File: src/rtl/ws2812_pkg.sv
// rtl/ws2812_pkg.sv - shared constants and FSM state type for the ws2812 frame path
// Contents:
//   GRB_W              pixel width in bits (G[23:16] R[15:8] B[7:0])
//   G_OFS/R_OFS/B_OFS  channel bit offsets inside a GRB word
//   CH_W               channel width
//   BUSY_GUARD_CYCLES  cycles to wait for the driver to raise busy after a start
//   seq_state_e        frame sequencer FSM states
package ws2812_pkg;

  localparam int GRB_W             = 24;
  localparam int CH_W              = 8;
  localparam int G_OFS             = 16;
  localparam int R_OFS             = 8;
  localparam int B_OFS             = 0;
  localparam int BUSY_GUARD_CYCLES = 2;

  typedef enum logic [1:0] {
    ST_IDLE      = 2'd0,
    ST_LAUNCH    = 2'd1,
    ST_WAIT_BUSY = 2'd2,
    ST_WAIT_DONE = 2'd3
  } seq_state_e;

endpackage

File: src/rtl/ws2812_scale.sv
// rtl/ws2812_scale.sv - combinational GRB brightness scaler
// Ports:
//   i_grb        input pixel, G[23:16] R[15:8] B[7:0]
//   i_brightness global scale; 255 is identity, 0 blanks the pixel
//   o_grb        scaled pixel, each channel = (ch * (brightness + 1)) >> 8
module ws2812_scale
  import ws2812_pkg::*;
(
  input  logic [GRB_W-1:0] i_grb,
  input  logic [7:0]       i_brightness,
  output logic [GRB_W-1:0] o_grb
);

  // brightness + 1 needs 9 bits so that 255 maps to x256 (exact identity)
  logic [8:0] w_mult;
  assign w_mult = {1'b0, i_brightness} + 9'd1;

  // 255 * 256 = 65280 still fits the 16-bit product
  function automatic logic [CH_W-1:0] scale_ch(input logic [CH_W-1:0] ch, input logic [8:0] m);
    logic [15:0] p;
    p = 16'(ch) * 16'(m);
    return CH_W'(p >> 8);
  endfunction

  assign o_grb = {scale_ch(i_grb[G_OFS +: CH_W], w_mult),
                  scale_ch(i_grb[R_OFS +: CH_W], w_mult),
                  scale_ch(i_grb[B_OFS +: CH_W], w_mult)};

endmodule

File: src/rtl/ws2812_frame_sequencer.sv
// rtl/ws2812_frame_sequencer.sv - double-buffered GRB frame store and ws2812 launch sequencer
// Ports:
//   i_clk, i_reset     clock, asynchronous active-high reset
//   i_wr_en/i_wr_addr  pixel write strobe and LED index (0 = first LED, MS bits of o_drv_data)
//   i_wr_grb           pixel colour, scaled by i_brightness before it is stored
//   i_commit           request to publish the back buffer; o_pending holds it until launch
//   i_drv_busy         driver busy
//   o_drv_start        one-cycle start pulse to the driver
//   o_drv_data         front buffer, only changes while the driver is idle
//   o_frame_count      number of launches since reset (wraps)
module ws2812_frame_sequencer
  import ws2812_pkg::*;
#(
  parameter  int LED_COUNT      = 8,
  parameter  int REFRESH_CYCLES = 1_000_000,
  localparam int AW             = (LED_COUNT > 1) ? $clog2(LED_COUNT) : 1,
  localparam int FW             = LED_COUNT * GRB_W
) (
  input  logic             i_clk,
  input  logic             i_reset,
  input  logic             i_wr_en,
  input  logic [AW-1:0]    i_wr_addr,
  input  logic [GRB_W-1:0] i_wr_grb,
  input  logic [7:0]       i_brightness,
  input  logic             i_commit,
  output logic             o_pending,
  input  logic             i_drv_busy,
  output logic             o_drv_start,
  output logic [FW-1:0]    o_drv_data,
  output logic [15:0]      o_frame_count
);

  localparam int             TW         = $clog2(REFRESH_CYCLES);
  localparam logic [TW-1:0]  TIMER_MAX  = TW'(REFRESH_CYCLES - 1);
  localparam int             GW         = (BUSY_GUARD_CYCLES > 1) ? $clog2(BUSY_GUARD_CYCLES) : 1;
  localparam logic [GW-1:0]  GUARD_LAST = GW'(BUSY_GUARD_CYCLES - 1);

  seq_state_e       r_state;
  seq_state_e       w_next_state;
  logic [FW-1:0]    r_front;
  logic [FW-1:0]    r_back;
  logic             r_pending;
  logic             r_drv_start;
  logic [15:0]      r_frame_count;
  logic [TW-1:0]    r_timer;
  logic [GW-1:0]    r_guard;
  logic [GRB_W-1:0] w_scaled;
  logic             w_expired;
  logic             w_launch;

  ws2812_scale u_scale (
    .i_grb        (i_wr_grb),
    .i_brightness (i_brightness),
    .o_grb        (w_scaled)
  );

  assign w_expired = (r_timer == TIMER_MAX);
  assign w_launch  = (r_state == ST_LAUNCH);

  always_comb begin
    w_next_state = r_state;
    case (r_state)
      ST_IDLE:      if (!i_drv_busy && (r_pending || w_expired)) w_next_state = ST_LAUNCH;
      ST_LAUNCH:    w_next_state = ST_WAIT_BUSY;
      // a driver that never raises busy (zero-length transfer) must not hang us here
      ST_WAIT_BUSY: if (i_drv_busy) w_next_state = ST_WAIT_DONE;
                    else if (r_guard == GUARD_LAST) w_next_state = ST_IDLE;
      ST_WAIT_DONE: if (!i_drv_busy) w_next_state = ST_IDLE;
      default:      w_next_state = ST_IDLE;
    endcase
  end

  always_ff @(posedge i_clk or posedge i_reset) begin
    if (i_reset) begin
      r_state       <= ST_IDLE;
      r_drv_start   <= 1'b0;
      r_pending     <= 1'b0;
      r_front       <= '0;
      r_frame_count <= '0;
      r_timer       <= '0;
      r_guard       <= '0;
    end else begin
      r_state     <= w_next_state;
      // registered so the pulse coincides exactly with the LAUNCH cycle
      r_drv_start <= (w_next_state == ST_LAUNCH);
      // a commit in the LAUNCH cycle wins over the clear, queueing another frame
      if (i_commit)      r_pending <= 1'b1;
      else if (w_launch) r_pending <= 1'b0;
      if (w_launch && r_pending) r_front <= r_back;
      if (w_launch) r_frame_count <= r_frame_count + 16'd1;
      if (w_launch)        r_timer <= '0;
      else if (!w_expired) r_timer <= r_timer + 1'b1;
      if (r_state == ST_WAIT_BUSY) r_guard <= r_guard + 1'b1;
      else                         r_guard <= '0;
    end
  end

  // out-of-range addresses match no slot and are dropped
  always_ff @(posedge i_clk or posedge i_reset) begin
    if (i_reset) begin
      r_back <= '0;
    end else begin
      for (int i = 0; i < LED_COUNT; i++) begin
        if (i_wr_en && (i_wr_addr == AW'(i)))
          r_back[(LED_COUNT - 1 - i) * GRB_W +: GRB_W] <= w_scaled;
      end
    end
  end

  assign o_pending     = r_pending;
  assign o_drv_start   = r_drv_start;
  assign o_drv_data    = r_front;
  assign o_frame_count = r_frame_count;

endmodule
File: config.mk
export PLATFORM = sky130hd
export DESIGN_NAME = ws2812_frame_sequencer
export DESIGN_NICKNAME = d
export VERILOG_FILES = /design/src/rtl/ws2812_pkg.sv /design/src/rtl/ws2812_scale.sv /design/src/rtl/ws2812_frame_sequencer.sv
export SDC_FILE = /design/constraint.sdc
export NUM_CORES = 1
export LEC_CHECK = 0
export BUFFER_PORTS_ARGS = -buffer_cell sky130_fd_sc_hd__buf_2
export CAP_MARGIN = 0
export CORE_ASPECT_RATIO = 0.9
export CORE_MARGIN = 5
export CORE_UTILIZATION = 30
export CTS_CLUSTER_DIAMETER = 50
export CTS_CLUSTER_SIZE = 28
export DETAILED_ROUTE_END_ITERATION = 16
export PLACE_DENSITY = 0.48
export RECOVER_POWER = 100
export SYNTH_ARGS = -nofsm -noshare
export SYNTH_HDL_FRONTEND = slang
export SYNTH_SLANG_ARGS = --single-unit
File: constraint.sdc
create_clock -name i_clk -period 19.3 [get_ports i_clk]
set_input_delay 2.895 -clock i_clk [delete_from_list [all_inputs] [get_ports i_clk]]
set_output_delay 2.895 -clock i_clk [all_outputs]
set_load 0.005 [all_outputs]
Yosys cells after proc, flatten, opt, wreduce, memory -nomap -nowiden --
Index checks and enable logic that the tools add are counted.
Operators by class: add/sub/neg operators 4, multipliers 3, multiplexer cells 10, equality and inequality tests 13, reduce and logical (&&, ||, !) cells 15
Operators by type and width (number):
- $mul 8x9->16 | 3
- $mux 20 | 2
- $add 20x1->20 const B | 1
- $eq 20x20->1 const B | 1
- $add 16x1->16 const B | 1
- $eq 3x3->1 const B | 4
- $logic_and 1x1->1 | 10
- $add 8x1->9 const B | 1
- $mux 2 | 4
- $pmux 2 s4 | 1
- $eq 3x2->1 const B | 2
- $eq 2x1->1 const B | 2
- $eq 2x2->1 const B | 2
- $eq 3x1->1 const B | 1
- $logic_not 3->1 | 1
- $mux 1 | 3
- $logic_not 2->1 | 1
- $ne 2x1->1 const B | 1
- $reduce_bool 2->1 | 1
- $add 1x1->1 const B | 1
- $logic_not 1->1 | 1
- $logic_or 1x1->1 | 1
Word-level totals: output and inout port bits 210, register bits after elaboration 425, bits of input ports 40

Logic depth before layout (Yosys ltp) --
Gate-level depths: netlist of the first run.
depth in word-level cells 6, depth in mapped cells 21, mapped depth without buffers 20

By module --
Synthesis of the first run repeated with hierarchy kept, for this count alone.
Unflattened totals: cells, all modules 1747, area total of the unflattened synthesis 22554.1 sq um
By module, submodules not included:
- ws2812_frame_sequencer | cells each 1011, area each 16161.8 sq um, instances 1, seq. area each 10635.2 sq um
- ws2812_scale | cells each 736, area each 6392.4 sq um, instances 1, seq. area each 0.0 sq um

Least setup slack after synthesis of the first run --
OpenSTA, ideal clock, no wires.
path type input-to-reg, start in i_brightness[0], end reg r_back[133], data arrival time 7.781 ns, setup slack 11.381 ns, stages on the path 19, library setup time 0.139 ns, path through ha_1 > nand3_1 > nor2_1 > xor2_1 > clkbuf_1 > and2_1 > fa_1 > fa_1 > fa_1 > inv_1 > fa_1 > inv_1 > ha_1 > and3_1 > and3_1 > a221o_1 > a31oi_1 > xor2_1 > o21ai_0
On the way: word-level cells in the longest chain between the ends 2
Ends and longest elaborated chain:
- start, declared | line ws2812_frame_sequencer.sv:24 | input logic [7:0] i_brightness,
- $add 8x1->9 | line ws2812_scale.sv:16 | assign w_mult = {1'b0, i_brightness} + 9'd1;
- $mul 8x9->16 | line ws2812_scale.sv:21 | p = 16'(ch) * 16'(m);
- end signal, assigned by index | line ws2812_frame_sequencer.sv:105 | r_back[(LED_COUNT - 1 - i) * GRB_W +: GRB_W] <= w_scaled;
- end, declared | line ws2812_frame_sequencer.sv:41 | logic [FW-1:0] r_back;
No other way between the ends. A chain may end at the register's enable or synchronous reset.

Worst setup path in the final report of the first run --
start in i_brightness[0], end reg r_back[183]
Same word-level chain as after synthesis.

==> results_dict.tcl, run 1 <==
set metrics [dict create \
    tightest_slew_ns 8.63 \
    numCtsBuffers 36 \
    drive_above_1_share 0.172 \
    synth.top_cells.by_count "dfrtp_1 (425), nand2_1 (279), o21ai_0 (203)" \
    avgSynthCellArea_sq_um 11.2 \
    die_w_microns 298 \
    ys_async_sr_fraction 1.00 \
    grt_pass1_wl_microns 92900 \
    cp_data_arrival_time_ns 10.51 \
    synth_warnings 0 \
    r2r-start "r_state[0]$_DFF_PP0_" \
    r2r_setup_slack_ns 9.23 \
    synth_flop_cell "dfrtp_1" \
    antenna_left 0 \
    synth_seq_cells 425 \
    dp_cells 3160 \
    critPathCapture "r_back[183]$_DFFE_PP0P_" \
    drc 0 \
    clock_skew_ns 0.0154 \
    fin_tns_setup_ns 0 \
    power_mw 3.96 \
    slew_headroom -4.75 \
    path_class "in2reg" \
    fin_ws_ns 9.13 \
    worstPathMaxFanout 24 \
    irDropWorstVdd_mv 0.0775 \
    vias_per_cell 4.60 \
    cp-startpoint "i_brightness[0]" \
    place_ws_ns 10.06 \
    cts_resized 0 \
    synth_nets 2263 \
    cp-start-kind "input port" \
    coreArea_sq_um 74300 \
    postPlaceCellArea_sq_um 24800 \
    wl_per_cell_microns 18.0 \
    synth-edff-count 0 \
    cts_root_buffer "clkbuf_16" \
    postLayoutCellArea_sq_um 25700 \
    nNetsFinal 2487 \
    track_usage 0.144 \
    synthDistinctLibCells 58 \
    cts_tree "built" \
    synth_seq_area_share 0.475 \
    max_cap_viol_count 7 \
    power.density_nw_per_um2 154 \
    hp-class "reg2reg" \
    syn_inst 2004 \
    critical-path-slowest-cell "o32ai_1" \
    grt_remaining_overflow 0 \
    start_util 0.301 \
    violations "max-capacitance violations, max-slew violations" \
    ios 250 \
    setup-violations-final 0 \
    period_share 0.527 \
    stdcell_count 3228 \
    final_util 0.345 \
    ctsHtreeMaxLevel 2 \
    yosysTopAreaCell "dfrtp_1" \
    wirelength_microns 58000 \
    cts_sinks 425 \
    synth.most_common_cell "dfrtp_1" \
    drt_iter0_markers 828 \
    ys_top_cells_by_area "dfrtp_1 (47%), fa_1 (11%), mux2_2 (9.7%)" \
    path_clk_slew_ns 0.08 \
    io_buffers 249 \
    cts_hold_buf 0 \
    grt_pass1_vias 15400 \
    syn_area_sq_um 22400 \
    grt_antenna_before_repair 5 \
    rows 95 \
    place_congestion 0.805 \
    fin_crit_ns 10.17 \
    whs_ns 0.472 \
    yosysTopAreaCellShare 0.475 \
    dp_hpwl_microns 41800 \
    grt_max_degree 152 \
    cp_cell_sequence "clkbuf_1 > ha_1 > nand3_1 > xnor2_1 > clkbuf_1 > and2_0 > fa_1 > fa_1 > fa_1 > inv_1 > fa_1 > inv_1 > ha_1 > nand2_1 > o21ai_0 > a31oi_1 > o21a_1 > o32ai_1 > o21ai_0" \
    dieHeight_microns 269 \
    design.die.area_sq_um 80200 \
    clk_latency_ns 0.54 \
    critPathMaxStageDelay_ns 1.35 \
    clockBufferDepth 3 \
    rr_worst_depth 5 \
    rsz0062_at_grt "false" \
    post_cts_buffers 0 \
    drv_slew 564 \
    p_leak_nw 12.3 \
    crit_path_end_kind "flip-flop" \
    r2r-end "o_drv_data[169]$_DFFE_PP0P_" \
    critPathRequiredTime_ns 19.65 \
    max_freq_mhz 98.4 \
    area_growth_pct 14.6 \
    critPathMostFrequentCell "fa_1" \
    hold_violations 0 \
    first_pass_iters 5 \
    status "complete, but fails checks" \
    num_vias 14800 \
]
worst min path at each step:
stage,from,cells past startpoint,to,slack (ns)
after global placement,o_frame_count[15]$_DFFE_PP0P_,1,o_frame_count[15]$_DFFE_PP0P_,0.46
after global routing,o_frame_count[15]$_DFFE_PP0P_,1,o_frame_count[15]$_DFFE_PP0P_,0.48
after detailed placement,o_frame_count[15]$_DFFE_PP0P_,1,o_frame_count[15]$_DFFE_PP0P_,0.46
after CTS,o_frame_count[15]$_DFFE_PP0P_,1,o_frame_count[15]$_DFFE_PP0P_,0.47
after floorplan,r_back[0]$_DFFE_PP0P_,2,r_back[0]$_DFFE_PP0P_,0.45
final,o_frame_count[15]$_DFFE_PP0P_,1,o_frame_count[15]$_DFFE_PP0P_,0.47
area by class of cell:
cell class                      count  area [sq um]
Multi-Input combinational cell   1334         10800
Tap cell                          970          1210
Antenna cell                        2          5.00
Inverter                          159           598
Timing Repair Buffer              272          1190
Fill cell                        7491         48600
Clock inverter                     25           287
Sequential cell                   425         10600
Clock buffer                       41           961
report_power, final:
group / leakage (nW) / internal [mW] / total [mW] / switching [mW]
Combinational: 6.24 / 0.696 / 1.71 / 1.01
Sequential: 5.46 / 1.26 / 1.49 / 0.230
Clock: 0.603 / 0.395 / 0.769 / 0.373
Total: 12.3 / 2.35 / 3.96 / 1.61
registers in the layout, indices dropped and copies added, names as in the netlist:
| name | cells |
|---|---|
| o_frame_count | 16 |
| r_timer | 20 |
| r_state | 2 |
| o_drv_start | 1 |
| o_pending | 1 |
| o_drv_data | 192 |
| r_guard | 1 |
| r_back | 192 |
routing by layer:
layer  global-route usage  up-vias  share of wire
li1                     -     7058              -
met1                0.215     7440           0.50
met2                0.220      298           0.44
met3               0.0248       48          0.047
met4               0.0285        0          0.016
met5                    0        -              0
logic make-up (layout without fill, tap and decap cells):
group,Yosys count,in the layout,share of synthesized area
compound gates,267,267,0.0675
mux,195,195,0.0979
flops,425,425,0.475
xor+xnor,70,70,0.0280
fa+ha+maj,219,219,0.163
other cells,0,2,0
buf+inv,245,497,0.0421
simple gates,583,583,0.127
critical path, delay by kind of cell:
| kind | cells | cell delay (ns) |
|---|---|---|
| and+or+nand+nor | 3 | 0.50 |
| xor gates and xnor gates | 1 | 0.20 |
| buffers and inverters | 4 | 1.79 |
| adders and majority gates | 6 | 2.76 |
| AOI/OAI and AO/OA | 5 | 2.32 |
cell usage in the layout, fill, tap and decap left out, types with 6 or more instances in the layout:
master / instances
clkbuf_1: 159
o21bai_1: 6
and2_1: 135
xor2_1: 30
xnor2_1: 38
nand3_1: 29
or3_1: 8
ha_1: 99
inv_1: 158
buf_2: 106
nor2_1: 44
buf_4: 9
nand2_1: 276
a21oi_1: 20
dfrtp_1: 425
fa_1: 120
clkbuf_16: 37
nand4_1: 14
mux2_2: 193
nor3_1: 12
o21ai_0: 203
nand2b_1: 9
nor2b_1: 19
a31oi_1: 9
No activity file was read; power rests on OpenSTA's default activity.
==> run 2: changes to the inputs <==
--- a/config.mk
+++ b/config.mk
@@ -13,7 +13,7 @@
 export CTS_CLUSTER_DIAMETER = 50
 export CTS_CLUSTER_SIZE = 28
 export DETAILED_ROUTE_END_ITERATION = 16
-export PLACE_DENSITY = 0.48
+export PLACE_DENSITY = 0.5
 export RECOVER_POWER = 100
 export SYNTH_ARGS = -nofsm -noshare
 export SYNTH_HDL_FRONTEND = slang
==> constraint.sdc (replaced) <==
create_clock -name i_clk -period 8.7 [get_ports i_clk]
set_input_delay 1.305 -clock i_clk [delete_from_list [all_inputs] [get_ports i_clk]]
set_output_delay 1.305 -clock i_clk [all_outputs]
set_load 0.005 [all_outputs]
==> results_dict.tcl, run 2 (synthesis results as in run 1) <==
set metrics [dict create \
    status "complete, but fails checks" \
    violations "max-capacitance violations, max-slew violations" \
    numCtsBuffers 37 \
    fin_tns_setup_ns 0 \
    p_clk_frac 0.189 \
    stdcell_count 3238 \
    vias_per_cell 4.64 \
    crit_path_end_kind "flip-flop" \
    start_util 0.301 \
    postPlaceCellArea_sq_um 24900 \
    cts_tree "built" \
    cp_data_arrival_time_ns 7.97 \
    dp_cells 3171 \
    swShare 0.413 \
    clk_latency_ns 0.54 \
    num_vias 15000 \
    clock_skew_ns 0.0202 \
    setup-violations-final 0 \
    rows 95 \
    power_frac_seq 0.374 \
    path_class "in2reg" \
    nNetsFinal 2499 \
    max_freq_mhz 132 \
    slew_headroom -1.52 \
    cts_sinks 425 \
    period_share 0.872 \
    cts_resized 0 \
    grt_max_degree 172 \
    drc 0 \
    dieHeight_microns 269 \
    drv_slew 377 \
    cts_root_buffer "clkbuf_16" \
    dp_hpwl_microns 42000 \
    critPathRequiredTime_ns 9.08 \
    place_congestion 0.801 \
    ctsHtreeMaxLevel 2 \
    drive_above_1_share 0.177 \
    antenna_left 0 \
    grt_pass1_vias 15600 \
    hp-class "reg2reg" \
    area_growth_pct 15.0 \
    path_clk_slew_ns 0.07 \
    postLayoutCellArea_sq_um 25800 \
    grt_antenna_before_repair 8 \
    final_cell_mix "dfrtp_1 (425), nand2_1 (276), o21ai_0 (204), mux2_2 (193), clkbuf_1 (164)" \
    grt_pass1_wl_microns 93500 \
    hold_violations 0 \
    rsz0062_at_grt "false" \
    final_common_cell "dfrtp_1" \
    combinationalPowerShare 0.437 \
    clockBufferDepth 3 \
    p_leak_nw 12.3 \
    design.die.area_sq_um 80200 \
    ios 250 \
    max_cap_viol_count 7 \
    io_buffers 249 \
    fin_crit_ns 7.59 \
    whs_ns 0.470 \
    wl_per_cell_microns 18.0 \
    power.density_nw_per_um2 339 \
    cts_hold_buf 0 \
    track_usage 0.144 \
    irDropWorstVdd_mv 0.177 \
    tightest_slew_ns 3.78 \
    drt_iter0_markers 780 \
    wirelength_microns 58300 \
    grt_remaining_overflow 0 \
    post_cts_buffers 0 \
    p_int_mw 5.13 \
    cp-start-kind "input port" \
    p_switching_mw 3.61 \
    coreArea_sq_um 74300 \
    die_w_microns 298 \
    worstPathMaxFanout 24 \
    first_pass_iters 5 \
]
run 2: worst max-delay path: stages:
cell	delay, ns
buf_2	0.37
ha_1	0.27
xor2_1	1.38
nand2_1	0.23
fa_1	0.58
fa_1	0.55
inv_1	0.05
fa_1	0.53
inv_1	0.06
fa_1	0.54
inv_1	0.04
ha_1	0.32
and3_1	0.17
and3_1	0.20
a221o_1	0.33
xnor2_2	0.12
clkbuf_1	0.70
o21ai_0	0.21
run 2: through the flow:
step	utilization	power [mW]	setup slack, ns
3_5_place_dp	0.335	7.36	1.17
6_report	0.347	8.74	1.11
3_3_place_gp	0.335	7.25	1.28
5_1_grt	0.347	9.49	0.697
4_1_cts	0.351	9.06	1.76
2_1_floorplan	-	5.45	1.66
run 2: layer usage:
layer	global-route usage	up-vias	wire length, microns
li1	-	7089	-
met1	0.215	7567	28700
met2	0.223	314	25800
met3	0.0282	50	3090
met4	0.0229	4	707
met5	0	-	20
run 2: final cells by class:
type | instances | area [sq um]
diodes | 1 | 2.50
clock buffers | 41 | 961
clock inverters | 25 | 241
fillers | 7533 | 48500
inverters | 159 | 598
multi-input cells | 1334 | 10800
flip-flops and latches | 425 | 10600
well taps | 970 | 1210
repair buffers | 283 | 1270
run 2: final timing paths:
check | startpoint | to | slack (ns) | cells after the start
setup / recovery | i_brightness[0] | r_back[131]$_DFFE_PP0P_ | 1.11 | 18
hold / removal | o_frame_count[15]$_DFFE_PP0P_ | o_frame_count[15]$_DFFE_PP0P_ | 0.47 | 1
setup reg to reg | r_state[0]$_DFF_PP0_ | o_drv_data[71]$_DFFE_PP0P_ | 1.92 | 6
hold reg to reg | o_frame_count[15]$_DFFE_PP0P_ | o_frame_count[15]$_DFFE_PP0P_ | 0.47 | 1
max in group asynchronous | i_reset | r_back[149]$_DFFE_PP0P_ | 1.98 | 4
min in group asynchronous | i_reset | o_drv_data[107]$_DFFE_PP0P_ | 1.94 | 3
run 2: power groups by stage:
stage / sequential, mW / combinational, mW / clock [mW]
floorplan: 3.19 / 2.26 / 0
global placement: 3.28 / 3.97 / 0
detailed placement: 3.31 / 4.05 / 0
CTS: 3.27 / 4.07 / 1.73
global route: 3.37 / 4.32 / 1.79
finish: 3.27 / 3.82 / 1.65
